--- src/rtl/pwm_pkg.sv ---
// rtl/pwm_pkg.sv - shared FSM encodings and timing defaults for the PWM gate path
// Purpose: state constants for the gate guard FSM, default timing values shared by
//          the gate path, and a saturating 16-bit increment helper.
// Ports:   none (package).
package pwm_pkg;

  // Guard FSM states (2-bit, kept as plain constants for legacy compatibility)
  localparam logic [1:0] ST_IDLE = 2'd0;
  localparam logic [1:0] ST_ARM  = 2'd1;
  localparam logic [1:0] ST_RUN  = 2'd2;
  localparam logic [1:0] ST_TRIP = 2'd3;

  // Shared timing defaults, in CLK cycles
  localparam logic [15:0] DEF_DEAD     = 16'h00f0;
  localparam logic [15:0] DEF_MIN_ON   = 16'h0010;
  localparam logic [15:0] DEF_LOCKOUT  = 16'h0008;
  localparam int          DEF_FLT_FILT = 4;

  // Counters in the gate path never wrap; they stick at all-ones.
  function automatic logic [15:0] sat_inc16(input logic [15:0] v);
    return (v == 16'hffff) ? v : v + 16'd1;
  endfunction

endpackage

--- src/rtl/pwm_gate_guard_gate_leg.sv ---
// rtl/pwm_gate_guard_gate_leg.sv - one gate leg: on/off timers and turn-on/turn-off decision
// Purpose: owns one registered gate output. Measures how long the gate has been on and
//          off, enforces the minimum on-time and the lockout against the opposite leg.
// Ports:
//   CLK, RST      clock, asynchronous active-high reset
//   i_run_ok      guard is in RUN and will stay there this edge
//   i_req         registered request for this leg
//   i_req_opp     registered request for the opposite leg
//   i_g_opp       opposite leg gate
//   i_offcnt_opp  opposite leg off-time counter
//   o_g           this leg gate (registered)
//   o_offcnt      this leg off-time counter (to the opposite leg)
module gate_leg
  import pwm_pkg::*;
#(
  parameter logic [15:0] MIN_ON  = DEF_MIN_ON,
  parameter logic [15:0] LOCKOUT = DEF_LOCKOUT
) (
  input  logic        CLK,
  input  logic        RST,
  input  logic        i_run_ok,
  input  logic        i_req,
  input  logic        i_req_opp,
  input  logic        i_g_opp,
  input  logic [15:0] i_offcnt_opp,
  output logic        o_g,
  output logic [15:0] o_offcnt
);

  logic        r_g;
  logic [15:0] r_oncnt;
  logic [15:0] r_offcnt;
  logic        w_min_met;
  logic        w_turn_on;
  logic        w_turn_off;

  always_comb begin
    // oncnt lags the gate by one edge, hence the -1; MIN_ON=0 means follow req
    w_min_met  = (MIN_ON == 16'd0) || (r_oncnt >= (MIN_ON - 16'd1));
    // requiring !i_req_opp keeps both legs off while both requests are high,
    // and makes simultaneous turn-on of both legs impossible
    w_turn_on  = i_run_ok & i_req & ~i_g_opp & ~i_req_opp & (i_offcnt_opp >= LOCKOUT);
    w_turn_off = (~i_req & w_min_met) | ~i_run_ok;
  end

  always_ff @(posedge CLK or posedge RST) begin
    if (RST) begin
      r_g      <= 1'b0;
      r_oncnt  <= 16'h0000;
      r_offcnt <= 16'hffff;
    end else begin
      if (r_g) begin
        r_g <= ~w_turn_off;
      end else begin
        r_g <= w_turn_on;
      end
      r_oncnt  <= r_g ? sat_inc16(r_oncnt) : 16'h0000;
      r_offcnt <= r_g ? 16'h0000 : sat_inc16(r_offcnt);
    end
  end

  assign o_g      = r_g;
  assign o_offcnt = r_offcnt;

endmodule

--- src/rtl/pwm_gate_guard.sv ---
// rtl/pwm_gate_guard.sv - final gate guard: interlock, min on-time, valley start, fault latch
// Purpose: last logic before the gate driver pins. Registers the PWM requests, filters
//          the external fault, runs the IDLE/ARM/RUN/TRIP FSM and drives two gate legs.
// Ports:
//   CLK, RST          clock, asynchronous active-high reset
//   Enable            1 = request run, 0 = stop
//   Fault_n           external fault, active-low, asynchronous to CLK
//   FltClr            fault clear request (level)
//   Down_in           carrier direction (0 = up, 1 = down)
//   U_Hi_in, U_Lo_in  high/low side requests
//   G_Hi, G_Lo        gate drives (registered)
//   Running, Fault    FSM in RUN / in TRIP
//   Ovl               both registered requests high
module pwm_gate_guard
  import pwm_pkg::*;
#(
  parameter logic [15:0] MIN_ON   = DEF_MIN_ON,
  parameter logic [15:0] LOCKOUT  = DEF_LOCKOUT,
  parameter int          FLT_FILT = DEF_FLT_FILT
) (
  input  logic CLK,
  input  logic RST,
  input  logic Enable,
  input  logic Fault_n,
  input  logic FltClr,
  input  logic Down_in,
  input  logic U_Hi_in,
  input  logic U_Lo_in,
  output logic G_Hi,
  output logic G_Lo,
  output logic Running,
  output logic Fault,
  output logic Ovl
);

  localparam logic [3:0] FLT_N = 4'(FLT_FILT);

  logic        r_u_hi;
  logic        r_u_lo;
  logic        r_down;
  logic        r_down_d;
  logic        r_flt_s1;
  logic        r_flt_s2;
  logic [3:0]  r_flt_cnt;
  logic [1:0]  r_state;
  logic        r_ovl;

  logic        w_flt_active;
  logic        w_valley;
  logic        w_run_ok;
  logic [1:0]  w_state_nxt;
  logic        w_g_hi;
  logic        w_g_lo;
  logic [15:0] w_off_hi;
  logic [15:0] w_off_lo;

  always_ff @(posedge CLK or posedge RST) begin
    if (RST) begin
      r_u_hi   <= 1'b0;
      r_u_lo   <= 1'b0;
      r_down   <= 1'b0;
      r_down_d <= 1'b0;
      r_ovl    <= 1'b0;
    end else begin
      r_u_hi   <= U_Hi_in;
      r_u_lo   <= U_Lo_in;
      r_down   <= Down_in;
      r_down_d <= r_down;
      r_ovl    <= r_u_hi & r_u_lo;
    end
  end

  // Fault_n synchroniser and consecutive-low filter; the count holds at FLT_N
  // for as long as the synced input stays low, which is the "active" condition.
  always_ff @(posedge CLK or posedge RST) begin
    if (RST) begin
      r_flt_s1  <= 1'b1;
      r_flt_s2  <= 1'b1;
      r_flt_cnt <= 4'd0;
    end else begin
      r_flt_s1 <= Fault_n;
      r_flt_s2 <= r_flt_s1;
      if (r_flt_s2) begin
        r_flt_cnt <= 4'd0;
      end else if (r_flt_cnt != FLT_N) begin
        r_flt_cnt <= r_flt_cnt + 4'd1;
      end
    end
  end

  assign w_flt_active = (r_flt_cnt == FLT_N);
  // Carrier valley: registered direction goes down -> up
  assign w_valley     = r_down_d & ~r_down;
  // Legs see "run" only when RUN survives this edge, so gates drop on the
  // same edge as a stop or a trip.
  assign w_run_ok     = (r_state == ST_RUN) & Enable & ~w_flt_active;

  always_comb begin
    w_state_nxt = r_state;
    if (w_flt_active) begin
      w_state_nxt = ST_TRIP;
    end else begin
      case (r_state)
        ST_IDLE: if (Enable) w_state_nxt = ST_ARM;
        ST_ARM: begin
          if (!Enable)       w_state_nxt = ST_IDLE;
          else if (w_valley) w_state_nxt = ST_RUN;
        end
        ST_RUN:  if (!Enable) w_state_nxt = ST_IDLE;
        ST_TRIP: if (FltClr && !Enable) w_state_nxt = ST_IDLE;
        default: w_state_nxt = ST_IDLE;
      endcase
    end
  end

  always_ff @(posedge CLK or posedge RST) begin
    if (RST) begin
      r_state <= ST_IDLE;
    end else begin
      r_state <= w_state_nxt;
    end
  end

  gate_leg #(
    .MIN_ON  (MIN_ON),
    .LOCKOUT (LOCKOUT)
  ) u_leg_hi (
    .CLK          (CLK),
    .RST          (RST),
    .i_run_ok     (w_run_ok),
    .i_req        (r_u_hi),
    .i_req_opp    (r_u_lo),
    .i_g_opp      (w_g_lo),
    .i_offcnt_opp (w_off_lo),
    .o_g          (w_g_hi),
    .o_offcnt     (w_off_hi)
  );

  gate_leg #(
    .MIN_ON  (MIN_ON),
    .LOCKOUT (LOCKOUT)
  ) u_leg_lo (
    .CLK          (CLK),
    .RST          (RST),
    .i_run_ok     (w_run_ok),
    .i_req        (r_u_lo),
    .i_req_opp    (r_u_hi),
    .i_g_opp      (w_g_hi),
    .i_offcnt_opp (w_off_hi),
    .o_g          (w_g_lo),
    .o_offcnt     (w_off_lo)
  );

  assign G_Hi    = w_g_hi;
  assign G_Lo    = w_g_lo;
  assign Running = (r_state == ST_RUN);
  assign Fault   = (r_state == ST_TRIP);
  assign Ovl     = r_ovl;

endmodule

--- config.mk ---
export PLATFORM = sky130hd
export DESIGN_NAME = pwm_gate_guard
export DESIGN_NICKNAME = d
export VERILOG_FILES = /design/src/rtl/pwm_pkg.sv /design/src/rtl/pwm_gate_guard_gate_leg.sv /design/src/rtl/pwm_gate_guard.sv
export SDC_FILE = /design/constraint.sdc
export NUM_CORES = 1
export LEC_CHECK = 0
export CORE_AREA = 2 2 103 105
export CTS_CLUSTER_SIZE = 28
export DETAILED_ROUTE_END_ITERATION = 7
export DIE_AREA = 0 0 105 107
export SLEW_MARGIN = 30
export SYNTH_ARGS = -nofsm -noshare
export SYNTH_HDL_FRONTEND = slang
export SYNTH_SLANG_ARGS = --single-unit
--- constraint.sdc ---
create_clock -name CLK -period 2.1 [get_ports CLK]
set_input_delay 0.21 -clock CLK [delete_from_list [all_inputs] [get_ports CLK]]
set_output_delay 0.21 -clock CLK [all_outputs]
set_load 0.01 [all_outputs]
Word-level counts from Yosys, hierarchy flattened
Index checks and enable logic that the tools add are counted.
{"block": "word_totals", "register_bits": 79, "out_inout_bits": 5, "in_bits": 8}
{"block": "op_classes", "reduce_logical": 5, "bitwise": 25, "mux": 19, "magnitude_cmp": 4, "n_addsub": 5, "eq_ne": 17}
{"op": "$mux 16", "n": 8}
{"op": "$add 16x1->16 const B", "n": 4}
{"op": "$eq 16x16->1 const B", "n": 4}
{"op": "$ge 16x4->1 const B", "n": 4}
{"op": "$and 1x1->1", "n": 14}
{"op": "$mux 2", "n": 6}
{"op": "$not 1->1", "n": 9}
{"op": "$mux 4", "n": 2}
{"op": "$pmux 2 s4", "n": 1}
{"op": "$add 4x1->4 const B", "n": 1}
{"op": "$eq 2x2->1 const B", "n": 2}
{"op": "$eq 4x3->1 const B", "n": 1}
{"op": "$ne 2x1->1 const B", "n": 2}
{"op": "$ne 2x2->1 const B", "n": 2}
{"op": "$ne 4x3->1 const B", "n": 1}
{"op": "$ne 4x4->1 const B", "n": 1}
{"op": "$reduce_and 4->1", "n": 1}
{"op": "$ne 3x1->1 const B", "n": 1}
{"op": "$ne 3x2->1 const B", "n": 1}
{"op": "$ne 3x3->1 const B", "n": 1}
{"op": "$eq 2x1->1 const B", "n": 1}
{"op": "$logic_not 2->1", "n": 1}
{"op": "$mux 1", "n": 2}
{"op": "$or 1x1->1", "n": 2}
{"op": "3 further kinds", "n": 3}

Logic depth before layout (Yosys ltp)
{"block": "depth", "word_depth": 8, "ltp_mapped": 6}

Modules after synthesis
Synthesis repeated with hierarchy kept, for this count alone.
{"block": "unflattened", "hier_cells": 420, "area_unflattened_um2": 4207.8}
{"mod": "gate_leg", "n_inst": 2, "area_each_um2": 1839.3, "seq_area_each_um2": 845.8, "cells_per_inst": 190}
{"mod": "pwm_gate_guard", "n_inst": 1, "area_each_um2": 529.3, "seq_area_each_um2": 327.8, "cells_per_inst": 40}

Worst setup path before layout
No wires, ideal clock.
{"block": "synth_path", "path_type": "flip-flop to flip-flop", "startpoint": "reg u_leg_lo.r_offcnt[4] (netlist: u_leg_lo.o_offcnt[4])", "endpoint": "reg u_leg_lo.r_offcnt[15] (netlist: u_leg_lo.o_offcnt[15])", "setup_slack_ns": 0.099, "setup_time_ns": 0.073, "n_path_buf": 2, "arrival_ns": 1.928, "path_stages_with_launch": 7, "cell_sequence": "dfstp_2 buf_2 nand4_1 or4_1 buf_2 or4_1 a21oi_1"}
{"block": "synth_via", "elab_chain_len": 3, "word_cells_on_any_way": 5, "classes_between": "add/sub: 1; eq/ne: 2; mux: 2"}
{"item": "start: declaration", "line_no": "pwm_gate_guard_gate_leg.sv:32", "rtl": "logic [15:0] r_offcnt;"}
{"item": "start signal: assignment", "line_no": "pwm_gate_guard_gate_leg.sv:58", "rtl": "r_offcnt <= r_g ? 16'h0000 : sat_inc16(r_offcnt);"}
{"item": "$add 16x1->16", "line_no": "pwm_pkg.sv:21", "rtl": "return (v == 16'hffff) ? v : v + 16'd1;"}
{"item": "$mux 16", "line_no": "pwm_pkg.sv:21"}
{"item": "$mux 16", "line_no": "pwm_gate_guard_gate_leg.sv:58"}
Parallel ways exist; a longest one is shown, timed or not. The select of a mux whose other input is x is not followed.
A chain may end at the register's enable or synchronous reset.

Final worst setup path
{"block": "layout_path", "startpoint": "reg u_leg_lo.r_offcnt[5] (netlist: u_leg_lo.o_offcnt[5])", "endpoint": "reg u_leg_lo.r_offcnt[15] (netlist: u_leg_lo.o_offcnt[15])"}
Same word-level chain as after synthesis.

==> flow_summary_export.csv <==
group,metric,value,unit
clocking,cts_tree,"built",
floorplanning,pin_count,13,
worst_setup_path,cp-end-kind,"register",
power,switchingPower,1206,uW
finish,final_area,4821,um^2
sta,hold_violations,0,
routing,vias_per_cell,5.690,
worst_setup_path,arrival,2.23,ns
routing,drc,0,
sta,rsz0062_at_grt,"false",
sta,setup_viol,0,
clocking,clkLatencyLatePin,0.34,ns
sta,worstMarginPinSlew,0.5833,ns
power,p_int,2894,uW
routing,dr.pass1.iters,5,
global_routing,grt_max_degree,41,
clocking,clkTransAtPathRegs,0.08,ns
routing,drtIter0Drc,155,
finish,instances_no_fill,620,
routing,ant_nets,0,
power,pwr-share-clk,30.8,%
yosys,synth-main-ff-cell,"dfrtp_1",
finish,nets,495,
routing,vias,3528,
yosys,synth_area,4219,um^2
worst_setup_path,criticalPathCategory,"reg2reg",
worst_setup_path,critPathLaunchType,"register",
sta,skew,0.007810,ns
worst_setup_path,cp_num_buf_inv,0,
yosys,synth-edff-count,0,
yosys,yosysWarnings,0,
worst_setup_path,critPathRequiredTime,2.38,ns
finish,ff_latch_area,2019,um^2
clocking,cts_made_buffers,9,
power,p_leak,0.001756,uW
yosys,ys_types,46,
clocking,cts_setup_buffers,0,
worst_setup_path,cp_top_family,"simple AND/OR/NAND/NOR gates",
worst_setup_path,cp_max_fo,6,
sta,timing.fmax,511.6,MHz
placement,gp_congestion,0.8207,
power,swShare,29.42,%
floorplanning,rows,37,
sta,relSlewSlack,60.11,%
floorplanning,die_area,11240,um^2
finish,layout.cells.most_common,"nor2_1",
finish,fillers,988,
clocking,cts_max_path_buffers,2,
worst_setup_path,path_cells,"nand4_1, or4_4, or4_1, a21oi_1",
flow_run,timing.max_cap.violations,0,
finish,fin_util,47.77,%
finish,multi_input_area,2058,um^2
floorplanning,die_h,107,um
floorplanning,fp.dieW,105,um
clocking,clkSinkCount,79,
power,pwr-share-comb,19.6,%
yosys,synthArstFlopShare,100.0,%
worst_setup_path,cpPeakStageDelay,0.58,ns
placement,placed_area,4581,um^2
placement,placed_cells,604,
worst_setup_path,cpMaxStageDelayCell,"dfstp_2",
yosys,syn_nets,472,
finish,diodes,0,
placement,place.port_buffers,12,
run_status,status,"finished clean",
finish,final_cell_mix,"nor2_1, dfrtp_1, dfstp_2",
clocking,h-tree-depth,3,
global_routing,grt-ovfl-total,0,
sta,period_needed,1.955,ns
floorplanning,start_util,41.81,%
yosys,synth_cells,456,
finish,drive_above_1_share,16.12,%
sta,tns,0,ns
yosys,synth_seq_cells,79,
sta,report.final.slew_viol_count,0,
global_routing,grt_pass1_wl,15.87,mm
power,power.density,850.5,nW/um^2
routing,wl,8.929,mm
floorplanning,core-area,10090,um^2
global_routing,antenna_found_initial,0,
global_routing,grt_pass1_vias,3529,
clocking,cts-root-buf,"clkbuf_8",
yosys,syn_avg_cell_area,9.252,um^2
global_routing,track_usage,17.25,%
clocking,postCtsHoldBufs,0,
worst_hold_path,hold_class,"in2reg",
placement,post-dp-hpwl,6.165,mm
finish,syn_to_final_growth,14.26,%
power,vdd_ir_drop_max,539.6,uV
yosys,yosysSeqAreaShare,47.86,%
routing,wire_per_inst,14.40,um
power,p_seq_share,49.6,%
clocking,cts-resized-gates,0,
sta,post-route-period-util,93.08,%
[cell usage after synthesis (2+ instances only)]
| cell | instances | area (um^2) |
|---|---|---|
| nand3_1 | 22 | 110.1 |
| or3_1 | 11 | 68.82 |
| o311a_1 | 2 | 20.02 |
| dfrtp_1 | 45 | 1126 |
| nand2b_1 | 3 | 18.77 |
| dfstp_2 | 34 | 893.4 |
| mux2_2 | 5 | 56.30 |
| xor2_1 | 2 | 17.52 |
| nor2_1 | 46 | 172.7 |
| ha_1 | 8 | 100.1 |
| nor4b_1 | 3 | 26.28 |
| inv_1 | 21 | 78.83 |
| nor3_1 | 21 | 105.1 |
| a211oi_1 | 3 | 22.52 |
| o21ai_0 | 17 | 85.08 |
| o311ai_0 | 2 | 17.52 |
| o41ai_1 | 4 | 35.03 |
| nor2b_1 | 6 | 37.54 |
| nand2_1 | 30 | 112.6 |
| or4_1 | 11 | 82.58 |
| o211ai_1 | 5 | 37.54 |
| o31ai_1 | 11 | 82.58 |
| clkbuf_1 | 14 | 52.55 |
| and3_1 | 7 | 43.79 |
| buf_1 | 2 | 7.510 |
| a21oi_1 | 30 | 150.1 |
| nor4_1 | 23 | 143.9 |
| and4_1 | 8 | 70.07 |
| xnor2_1 | 5 | 43.79 |
| mux2i_1 | 10 | 100.1 |
| a41oi_1 | 3 | 26.28 |
| buf_2 | 3 | 15.01 |
| a31oi_1 | 10 | 62.56 |
| and2_1 | 3 | 18.77 |
| nand4_1 | 15 | 93.84 |
[cell families (layout without fill, tap and decap cells)]
kind of cell | count (synthesis) | count (layout) | share of synthesized area [%]
DFF | 79 | 79 | 47.86
xor gates and xnor gates | 7 | 7 | 1.453
buffers and inverters | 41 | 69 | 3.737
adders and majority gates | 8 | 8 | 2.373
muxes | 15 | 15 | 3.707
and+or+nand+nor | 212 | 212 | 26.66
AOI/OAI and AO/OA | 94 | 94 | 14.21
[per-stage QoR]
stage	power (uW)	setup slack [ns]	hold WS [ns]
finish	4100	0.1454	0.2748
global route	4392	0.03423	0.2550
CTS	4163	0.08978	0.2545
detailed placement	2870	0.1079	0.3528
global placement	2835	0.1448	0.3547
floorplan	2614	0.09874	0.2145
[metal layers]
metal,GRT usage (%),up-vias,wire (um)
li1,-,1751,-
met1,20.87,1709,4077
met2,29.55,55,4429
met3,4.498,13,283
met4,6.571,0,140
met5,0,-,0
[power groups by stage]
| stage | combinational (uW) | clock, uW | sequential, uW |
|---|---|---|---|
| final | 804 | 1260 | 2030 |
| after global routing | 939 | 1380 | 2070 |
| after CTS | 814 | 1320 | 2030 |
| after detailed placement | 811 | 0 | 2060 |
| after global placement | 790 | 0 | 2040 |
| after floorplan | 620 | 0 | 1990 |
[final cells by class]
type / instances / share of cell area (%)
sequential: 79 / 41.89
multi-input combinational: 336 / 42.69
clock inverter: 3 / 1.350
tap: 136 / 3.530
inverter: 22 / 1.791
timing repair buffer: 31 / 5.450
clock buffer: 13 / 3.296
[registers in the layout, indices dropped and copies added, names as in the netlist]
name / count
u_leg_hi.o_offcnt: 16
u_leg_hi.r_oncnt: 16
u_leg_lo.o_offcnt: 16
u_leg_lo.r_oncnt: 16
r_flt_cnt: 4
r_state: 2
Ovl: 1
r_down: 1
r_down_d: 1
r_flt_s1: 1
r_flt_s2: 1
r_u_hi: 1
r_u_lo: 1
u_leg_hi.o_g: 1
u_leg_lo.o_g: 1
[final timing paths]
| kind | from | to | slack [ns] | depth (start not counted) |
|---|---|---|---|---|
| max | u_leg_lo.o_offcnt[5]$_DFFE_PP1P_ | u_leg_lo.o_offcnt[15]$_DFFE_PP1P_ | 0.15 | 4 |
| min | Fault_n | r_flt_s1$_DFF_PP1_ | 0.27 | 1 |
| max reg2reg | u_leg_lo.o_offcnt[5]$_DFFE_PP1P_ | u_leg_lo.o_offcnt[15]$_DFFE_PP1P_ | 0.15 | 4 |
| min reg2reg | r_flt_s1$_DFF_PP1_ | r_flt_s2$_DFF_PP1_ | 0.36 | 0 |
| max in group asynchronous | RST | u_leg_hi.o_offcnt[12]$_DFFE_PP1P_ | 1.36 | 3 |
| min in group asynchronous | RST | r_flt_cnt[2]$_DFFE_PP0P_ | 0.35 | 3 |
(Power assumes the default switching activity.)
